## src/rtl/tree_loader.sv

```systemverilog
// tree_loader: writer side of the treeval node-load interface.
// Takes packed node records from a valid/ready stream, programs the node count,
// then serializes each record into per-field memory strobes. After the final
// node it pulses eval_rst so treeval restarts on the new tree.
//
// state | meaning
// IDLE  | waiting for an acceptable start
// CONF  | node count presented on conf_data
// WAIT  | s_ready high, waiting for the next record
// PAR   | parent field written
// ACT   | {strat,action} written
// REW   | reward written
// WGT   | weight written, framing checked
// RST   | eval_rst pulse to treeval
// DONE  | done pulse
// ABORT | framing error, err raised
module tree_loader #(
  parameter int W_ADDR   = 10,
  parameter int W_DATA   = 10,
  parameter int W_CONF   = 10,
  parameter int W_ACTION = 3,
  parameter int W_REWARD = 10,
  parameter int W_WEIGHT = 8
) (
  input  logic              clk,
  input  logic              rst_n,
  input  logic              start,
  input  logic [W_ADDR-1:0] node_count,
  input  logic              s_valid,
  output logic              s_ready,
  input  logic [31:0]       s_node,
  input  logic              s_last,
  output logic              mem_par,
  output logic              mem_act,
  output logic              mem_rew,
  output logic              mem_weight,
  output logic [W_ADDR-1:0] mem_addr,
  output logic [W_DATA-1:0] mem_data,
  output logic              conf_nodes,
  output logic [W_CONF-1:0] conf_data,
  output logic              eval_rst,
  output logic              busy,
  output logic              done,
  output logic              err
);

  typedef enum logic [3:0] {
    S_IDLE, S_CONF, S_WAIT, S_PAR, S_ACT, S_REW, S_WGT, S_RST, S_DONE, S_ABORT
  } state_t;

  state_t            state, nxt;
  logic [W_ADDR-1:0] cnt_q, addr_q, addr_nxt, cnt_cur;
  logic [31:0]       rec_q, rec_cur;
  logic              last_q;
  logic              accept_start, start_bad, accept_rec, is_last_addr, is_root;
  logic [W_DATA-1:0] data_nxt;

  // Next-state decode, start/record acceptance and framing check.
  always_comb begin
    nxt          = state;
    accept_start = 1'b0;
    start_bad    = 1'b0;
    accept_rec   = 1'b0;
    is_last_addr = (addr_q == cnt_q - W_ADDR'(1));
    case (state)
      S_IDLE: begin
        if (start) begin
          if (node_count >= W_ADDR'(2)) begin
            accept_start = 1'b1;
            nxt          = S_CONF;
          end else begin
            start_bad = 1'b1;
          end
        end
      end
      S_CONF:  nxt = S_WAIT;
      S_WAIT: begin
        if (s_valid && s_ready) begin
          accept_rec = 1'b1;
          nxt        = S_PAR;
        end
      end
      S_PAR:   nxt = S_ACT;
      S_ACT:   nxt = S_REW;
      S_REW:   nxt = S_WGT;
      S_WGT: begin
        // s_last must coincide exactly with the final address
        if (last_q != is_last_addr) nxt = S_ABORT;
        else if (is_last_addr)      nxt = S_RST;
        else                        nxt = S_WAIT;
      end
      S_RST:   nxt = S_DONE;
      S_DONE:  nxt = S_IDLE;
      S_ABORT: nxt = S_IDLE;
      default: nxt = S_IDLE;
    endcase
  end

  // Datapath selects: the PAR cycle is registered on the accept edge, so the
  // live s_node is used there instead of the not-yet-latched copy.
  always_comb begin
    rec_cur  = (state == S_WAIT) ? s_node : rec_q;
    cnt_cur  = accept_start ? node_count : cnt_q;
    is_root  = (addr_q == '0);
    addr_nxt = addr_q;
    if (accept_start)                          addr_nxt = '0;
    else if (state == S_WGT && nxt == S_WAIT)  addr_nxt = addr_q + W_ADDR'(1);
    data_nxt = '0;
    case (nxt)
      S_PAR:   data_nxt = is_root ? '1 : W_DATA'(rec_cur[31:22]);
      S_ACT:   data_nxt = W_DATA'({rec_cur[18], rec_cur[21:19]});
      S_REW:   data_nxt = W_DATA'(rec_cur[17:8]);
      S_WGT:   data_nxt = is_root ? '0 : W_DATA'(rec_cur[7:0]);
      default: data_nxt = '0;
    endcase
  end

  // State, count, address counter and record latch.
  always_ff @(posedge clk or negedge rst_n) begin
    if (!rst_n) begin
      state  <= S_IDLE;
      cnt_q  <= '0;
      addr_q <= '0;
      rec_q  <= '0;
      last_q <= 1'b0;
    end else begin
      state  <= nxt;
      cnt_q  <= cnt_cur;
      addr_q <= addr_nxt;
      if (accept_rec) begin
        rec_q  <= s_node;
        last_q <= s_last;
      end
    end
  end

  // Registered outputs, decoded from the next state so they align with it.
  always_ff @(posedge clk or negedge rst_n) begin
    if (!rst_n) begin
      s_ready    <= 1'b0;
      mem_par    <= 1'b0;
      mem_act    <= 1'b0;
      mem_rew    <= 1'b0;
      mem_weight <= 1'b0;
      mem_addr   <= '0;
      mem_data   <= '0;
      conf_nodes <= 1'b0;
      conf_data  <= '0;
      eval_rst   <= 1'b0;
      busy       <= 1'b0;
      done       <= 1'b0;
      err        <= 1'b0;
    end else begin
      s_ready    <= (nxt == S_WAIT);
      mem_par    <= (nxt == S_PAR);
      mem_act    <= (nxt == S_ACT);
      mem_rew    <= (nxt == S_REW);
      mem_weight <= (nxt == S_WGT);
      mem_addr   <= (nxt inside {S_PAR, S_ACT, S_REW, S_WGT}) ? addr_nxt : '0;
      mem_data   <= data_nxt;
      conf_nodes <= (nxt == S_CONF);
      conf_data  <= (nxt == S_CONF) ? W_CONF'(cnt_cur) : '0;
      eval_rst   <= (nxt == S_RST);
      busy       <= (nxt != S_IDLE);
      done       <= (nxt == S_DONE);
      if (accept_start)                      err <= 1'b0;
      else if (start_bad || nxt == S_ABORT)  err <= 1'b1;
    end
  end

endmodule

```

## config.mk

```make
export PLATFORM = sky130hd
export DESIGN_NAME = tree_loader
export DESIGN_NICKNAME = d
export VERILOG_FILES = /design/src/rtl/tree_loader.sv
export SDC_FILE = /design/constraint.sdc
export NUM_CORES = 1
export LEC_CHECK = 0
export ABC_AREA = 0
export CORE_MARGIN = 8
export CORE_UTILIZATION = 47
export DETAILED_ROUTE_END_ITERATION = 8
export PLACE_DENSITY_LB_ADDON = 0.12
export SLEW_MARGIN = 15
export SYNTH_ARGS = -nofsm -noshare
export SYNTH_HDL_FRONTEND = slang
export SYNTH_SLANG_ARGS = --single-unit
```

## constraint.sdc

```tcl
create_clock -name clk -period 3.4 [get_ports clk]
set_input_delay 0.51 -clock clk [delete_from_list [all_inputs] [get_ports clk]]
set_output_delay 0.51 -clock clk [all_outputs]
set_load 0.005 [all_outputs]
```

==> qor.txt, run 1 <==
Tcrit/Tclk final = 99.5%
Clk pin slew, worst setup/hold paths = 0.10 ns
Clock buffer depth = 2
Leakage power = 0.00258 uW
Kind of end point of the critical path = register
Die Area = 0.0130 sq mm
CP arrival = 3.61 ns
First-pass GRT wire length = 16900 microns
WL final = 10500 microns
Mean Syn Cell Area = 11.0 sq um
Vias = 3361
Worst slack at placement = -0.0740 ns
Switching pwr = 1600 uW
Required @ worst endpoint = 3.63 ns
Status = finished clean
Crit Path Max Fanout = 5
Initial antenna violation count = 0
Final setup TNS = 0 ns
Worst R2R Setup Slack = 0.02 ns
Final min period = 3.38 ns
Dominant synthesized flop cell = dfrtp_1
Post-route ant nets = 0
Hold Buf Count CTS = 0
Maximum vdd drop = 0.371 mV
Sequential power share = 40.7%
NumNets Final = 555
Core footprint = 0.00928 sq mm
Vias in the first global route = 3397
Slew at the pin with the worst max-slew slack = 0.798 ns
Logic gate share of total power = 43.3%
Port-buffer cells = 86
FF+latch count, synth = 97
Most common cell in the synthesized netlist = dfrtp_1
Total of max-cap violations = 0
CTS Buf Count = 9
N_diodes = 0
H-tree Lvls = 3
Crit path launch type = register
DRC = 0
Area of the multi-input gates = 0.00207 sq mm
Area leader, netlist = dfrtp_1
Grt ovf = 0
Achievable clock frequency = 296 MHz
CTS tree = yes
Syn. warnings = 0
Int Power = 2800 uW
Clk_lat worst skew = 0.35 ns
Slew Limit Fails = 0
Register area = 0.00243 sq mm
Slew HR = 46.8%
Syn Nets = 462
GRT Resource Usage Total = 16.3%
1st-pass router iterations = 4
Area growth, synth to finish = 31.5%
Post-placement cell count = 616
Clock group share of total power = 16.0%
Setup-failing EPs final = 0
P per Cell Area = 743 mW/mm^2
Crit Path Class = register to register
Hold crit path type = primary input to async pin
Synth top area share = 53.9%
Die Height = 114 microns
Starting Density = 48.5%
Detailed-route wire length per cell = 16.4 microns
Cells after Synth = 410
Sink Count = 97
Final setup margin = 0.0165 ns
Synth unique cells = 63
Final Skew = 0.0117 ns
Seq/Total Area, Yosys = 53.9%
DRT iter0 DRCs = 181
RSZ-0062 raised after global routing = true
Post-route non-filler standard cell count = 637
Final Hold Vio Count = 0
Die W = 114 microns
Largest net degree at the start of global routing = 98
Vias per cell = 5.28
Most frequent cells after synthesis = dfrtp_1 (97), nand2_1 (49), nor2_1 (35), mux2_2 (31), xnor2_1 (18)
Post-synth EDFFs = 0
RePlAce Congestion = 0.831
Netlist Area Pre-Place = 0.00450 sq mm
Largest cells by area after synthesis = dfrtp_1 (54%), mux2_2 (7.8%), nand2_1 (4.1%)
Clock root buffer = clkbuf_8
Fin util = 63.8%
Filler Cell Count = 775
Final HPWL DP = 7340 microns
Io pins = 87
# rows = 35
Share of post-route cells with drive strength above 1 = 20.3%
Ys async rst share = 100%
Sw frac = 36.4%
-- per-stage QoR --
| stage | power, uW | hold WS (ns) | cell area (sq um) |
|---|---|---|---|
| after CTS | 4220 | 0.220 | 5730 |
| after global placement | 3440 | 0.469 | 5510 |
| after floorplan | 2900 | 0.214 | 4500 |
| after global routing | 4710 | 0.239 | 5920 |
| after detailed placement | 3490 | 0.481 | 5510 |
| final | 4400 | 0.174 | 5920 |
-- cells by family (layout without fill, tap and decap cells) --
logic type	count (synthesis)	count (layout)	share of synthesized area, %
AND/OR/NAND/NOR	162	162	18.3
flip-flops	97	97	53.9
multiplexers	37	37	9.11
XOR/XNOR	21	21	4.08
adder cells (fa/ha/maj)	5	5	1.39
AO/OA/AOI/OAI	51	51	9.14
buffers and inverters	37	135	4.11
-- critical path: stages (launching register included) --
cell       delay (ns)
dfrtp_1          0.41
or4_4            0.58
nor4_4           0.19
xnor2_1          0.16
a311oi_2         0.13
a211o_1          0.28
ha_4             0.30
o21ai_0          0.08
a32oi_1          0.26
inv_1            0.14
a2111oi_4        0.44
buf_4            0.23
nor2_1           0.04
-- area by class of cell --
| type | count | share of cell area (%) |
|---|---|---|
| Timing Repair Buffer | 106 | 17.3 |
| Sequential cell | 97 | 41.0 |
| Clock inverter | 5 | 0.655 |
| Tap cell | 129 | 2.72 |
| Multi-Input combinational cell | 276 | 34.9 |
| Inverter | 13 | 0.824 |
| Clock buffer | 11 | 2.56 |
-- power by group through the flow --
stage / clock (uW) / sequential, uW / combinational, uW
after floorplan: 0 / 1700 / 1210
after CTS: 720 / 1780 / 1720
after global routing: 765 / 1840 / 2100
after global placement: 0 / 1780 / 1660
after detailed placement: 0 / 1800 / 1690
final: 703 / 1790 / 1910
-- cells in the final DEF, fill, tap and decap left out, types with 5 or more instances in the layout --
| master | Yosys | routed |
|---|---|---|
| dfrtp_1 | 97 | 96 |
| nor2b_1 | 6 | 6 |
| a21oi_1 | 5 | 5 |
| o21ai_0 | 6 | 6 |
| clkdlybuf4s50_1 | 0 | 85 |
| buf_4 | 6 | 19 |
| and2_1 | 12 | 10 |
| inv_1 | 10 | 9 |
| nor3_1 | 12 | 11 |
| nor2_1 | 35 | 30 |
| nor4_4 | 1 | 5 |
| clkbuf_8 | 0 | 11 |
| mux2_2 | 31 | 31 |
| xnor2_1 | 18 | 16 |
| and3_1 | 10 | 10 |
| nand3_1 | 11 | 11 |
| mux2i_1 | 5 | 5 |
| nand2_1 | 49 | 48 |
| a21o_1 | 8 | 8 |
-- sequential cells by signal (all words and copies together) (netlist names), 4 cells and up --
name	flops
rec_q	32
addr_q	10
cnt_q	10
conf_data	10
mem_addr	10
mem_data	10
state	4
-- worst paths after layout --
kind	cells past startpoint	endpoint	from
max	12	mem_addr[8]	cnt_q[0]
min	2	mem_addr[4]	rst_n
max reg2reg	12	mem_addr[8]	cnt_q[0]
min reg2reg	2	mem_data[6]	rec_q[14]
max in group asynchronous	2	cnt_q[2]	rst_n
min in group clk	2	mem_data[6]	rec_q[14]
-- timing repair --
action | CTS | global route
gates resized for setup | 5 | 32
gates cloned | 0 | 1
buffers inserted | 0 | 4
pin swaps | 0 | 12
endpoints found under the setup margin | 26 | 30
-- routing by layer --
metal | global-route usage, % | wire length (microns) | vias to the layer above
li1 | - | - | 1611
met1 | 22.6 | 4910 | 1641
met2 | 23.7 | 4660 | 92
met3 | 4.49 | 681 | 17
met4 | 5.77 | 196 | 0
met5 | 0 | 0 | -
Note: power is estimated with default switching activity, not from simulation.
==> run 2, diff against run 1 <==
--- a/config.mk
+++ b/config.mk
@@ -10,7 +10,7 @@
 export CORE_UTILIZATION = 47
 export DETAILED_ROUTE_END_ITERATION = 8
 export PLACE_DENSITY_LB_ADDON = 0.12
-export SLEW_MARGIN = 15
+export SKIP_LAST_GASP = 1
 export SYNTH_ARGS = -nofsm -noshare
 export SYNTH_HDL_FRONTEND = slang
 export SYNTH_SLANG_ARGS = --single-unit
==> qor.txt, run 2 (same netlist as run 1, synthesis figures left out) <==
Status = finished clean (unchanged)
Hold crit path type = primary input to async pin (unchanged)
Leakage power = 0.00258 uW (about the same)
NumNets Final = 555 (unchanged)
Largest net degree at the start of global routing = 98 (unchanged)
Buffer and inverter count on the worst path = 2 (unchanged)
Die Area = 0.0130 sq mm (unchanged)
Hold Buf Count CTS = 0 (unchanged)
Port-buffer cells = 86 (unchanged)
Final min period = 3.37 ns (was 3.38 ns)
Crit path cell chain = or4_4 -> o41ai_1 -> a21oi_1 -> a311oi_2 -> a211o_1 -> ha_4 -> and2_4 -> o32ai_4 -> a21oi_2 -> inv_2 -> a2111oi_4 -> buf_4 -> nor2_1 (was or4_4 -> nor4_4 -> xnor2_1 -> a311oi_2 -> a211o_1 -> ha_4 -> o21ai_0 -> a32oi_1 -> inv_1 -> a2111oi_4 -> buf_4 -> nor2_1)
First-pass GRT wire length = 16900 microns (unchanged)
Vias per cell = 5.26 (was 5.28)
DRC = 0 (unchanged)
Slew Limit Fails = 0 (unchanged)
Required @ worst endpoint = 3.63 ns (about the same)
Crit path launch type = register (unchanged)
Filler Cell Count = 772 (was 775)
Clk_lat worst skew = 0.35 ns (about the same)
DRT iter0 DRCs = 162 (was 181)
Pwr Total = 4390 uW (was 4400 uW)
Crit Path Class = register to register (unchanged)
Final Hold Vio Count = 0 (unchanged)
# rows = 35 (unchanged)
1st-pass router iterations = 4 (unchanged)
Crit Path Max Fanout = 5 (unchanged)
Die Height = 114 microns (unchanged)
Slew HR = 45.8% (was 46.8%)
N_diodes = 0 (unchanged)
Die W = 114 microns (unchanged)
Delay-heaviest family, CP = compound AO/OA/AOI/OAI gates (unchanged)
Top reg by flops = rec_q (unchanged)
Vias in the first global route = 3397 (unchanged)
Slowest CP cell = or4_4 (unchanged)
Leading cell type in the layout, fill and taps excluded = dfrtp_1 (unchanged)
Clk pin slew, worst setup/hold paths = 0.10 ns (about the same)
RePlAce Congestion = 0.831 (unchanged)
CP arrival = 3.60 ns (was 3.61 ns)
P per Cell Area = 744 mW/mm^2 (was 743 mW/mm^2)
Sink Count = 97 (unchanged)
Final HPWL DP = 7340 microns (unchanged)
Clock root buffer = clkbuf_8 (unchanged)
Max incr delay on CP = 0.58 ns (about the same)
Final Skew = 0.0121 ns (was 0.0117 ns)
Kind of end point of the critical path = register (unchanged)
H-tree Lvls = 3 (unchanged)
Starting Density = 48.5% (unchanged)
Detailed-route wire length per cell = 16.2 microns (was 16.4 microns)
Tcrit/Tclk final = 99.2% (was 99.5%)
CTS tree = yes (unchanged)
Grt ovf = 0 (unchanged)
Vias = 3352 (was 3361)
CTS Buf Count = 9 (unchanged)
Share of post-route cells with drive strength above 1 = 20.1% (was 20.3%)
Post-route ant nets = 0 (unchanged)
GRT Resource Usage Total = 16.3% (unchanged)
Initial antenna violation count = 0 (unchanged)
Clock buffer depth = 2 (unchanged)
Core footprint = 0.00928 sq mm (unchanged)
Area growth, synth to finish = 31.2% (was 31.5%)
Largest register FFs = 32 (unchanged)
Post-Place Cell Area = 0.00551 sq mm (unchanged)
Io pins = 87 (unchanged)
Maximum vdd drop = 0.370 mV (was 0.371 mV)
WL final = 10300 microns (was 10500 microns)
RSZ-0062 raised after global routing = true (unchanged)
Commonest cells after routing, fill and taps aside = dfrtp_1 (96), clkdlybuf4s50_1 (85), nand2_1 (48) (unchanged)
Final Cell Area = 0.00591 sq mm (was 0.00592 sq mm)
Achievable clock frequency = 296 MHz (about the same)
Setup-failing EPs final = 0 (unchanged)
Total of max-cap violations = 0 (unchanged)
Slew at the pin with the worst max-slew slack = 0.813 ns (was 0.798 ns)
==> run 2: what timing repair did <==
action                                  4_1_cts  5_1_grt
endpoints found under the hold margin         0        0
endpoints found under the setup margin       26       30
pin swaps                                     0       10
gates cloned                                  0        1
gates resized for setup                       5       30
setup buffers                                 0        4
==> run 2: through the flow <==
stage	utilization, %	hold WS, ns	setup WS, ns	setup TNS (ns)	cells
3_3_place_gp	59.4	0.469	-0.00631	-0.0229	616
4_1_cts	61.7	0.220	0.00521	0	632
6_report	63.6	0.174	0.0271	0	637
5_1_grt	63.6	0.239	-0.132	-1.60	637
3_5_place_dp	59.4	0.481	-0.0740	-0.408	616
2_1_floorplan	-	0.214	0.0522	0	410
==> run 2: area by class of cell <==
| cell class | count | area (sq um) | share of cell area [%] |
|---|---|---|---|
| repair buffers | 106 | 1020 | 17.3 |
| inverters | 13 | 48.8 | 0.826 |
| clock inverters | 5 | 38.8 | 0.657 |
| flip-flops and latches | 97 | 2430 | 41.1 |
| well taps | 129 | 161 | 2.73 |
| clock buffers | 11 | 151 | 2.56 |
| multi-input cells | 276 | 2050 | 34.8 |
==> run 2: final timing paths <==
check | from | end | slack (ns) | cells after the start
max reg2reg | cnt_q[0] | mem_addr[8] | 0.03 | 13
min reg2reg | rec_q[14] | mem_data[6] | 0.49 | 2
min in group clk | rec_q[14] | mem_data[6] | 0.49 | 2
max | cnt_q[0] | mem_addr[8] | 0.03 | 13
min | rst_n | mem_addr[4] | 0.17 | 2
max in group asynchronous | rst_n | cnt_q[2] | 2.78 | 2
==> run 2: routing by layer <==
metal | global-route usage (%) | vias up | share of wire [%]
met5 | 0 | - | 0
met4 | 5.77 | 0 | 1.5
met3 | 4.49 | 13 | 6.3
met2 | 23.7 | 87 | 45
met1 | 22.6 | 1642 | 48
li1 | - | 1610 | -
==> run 2: report_power, final <==
group          switching (uW)  internal [uW]
clock                     392            310
combinational             932            969
sequential                274           1520
total                    1600           2800
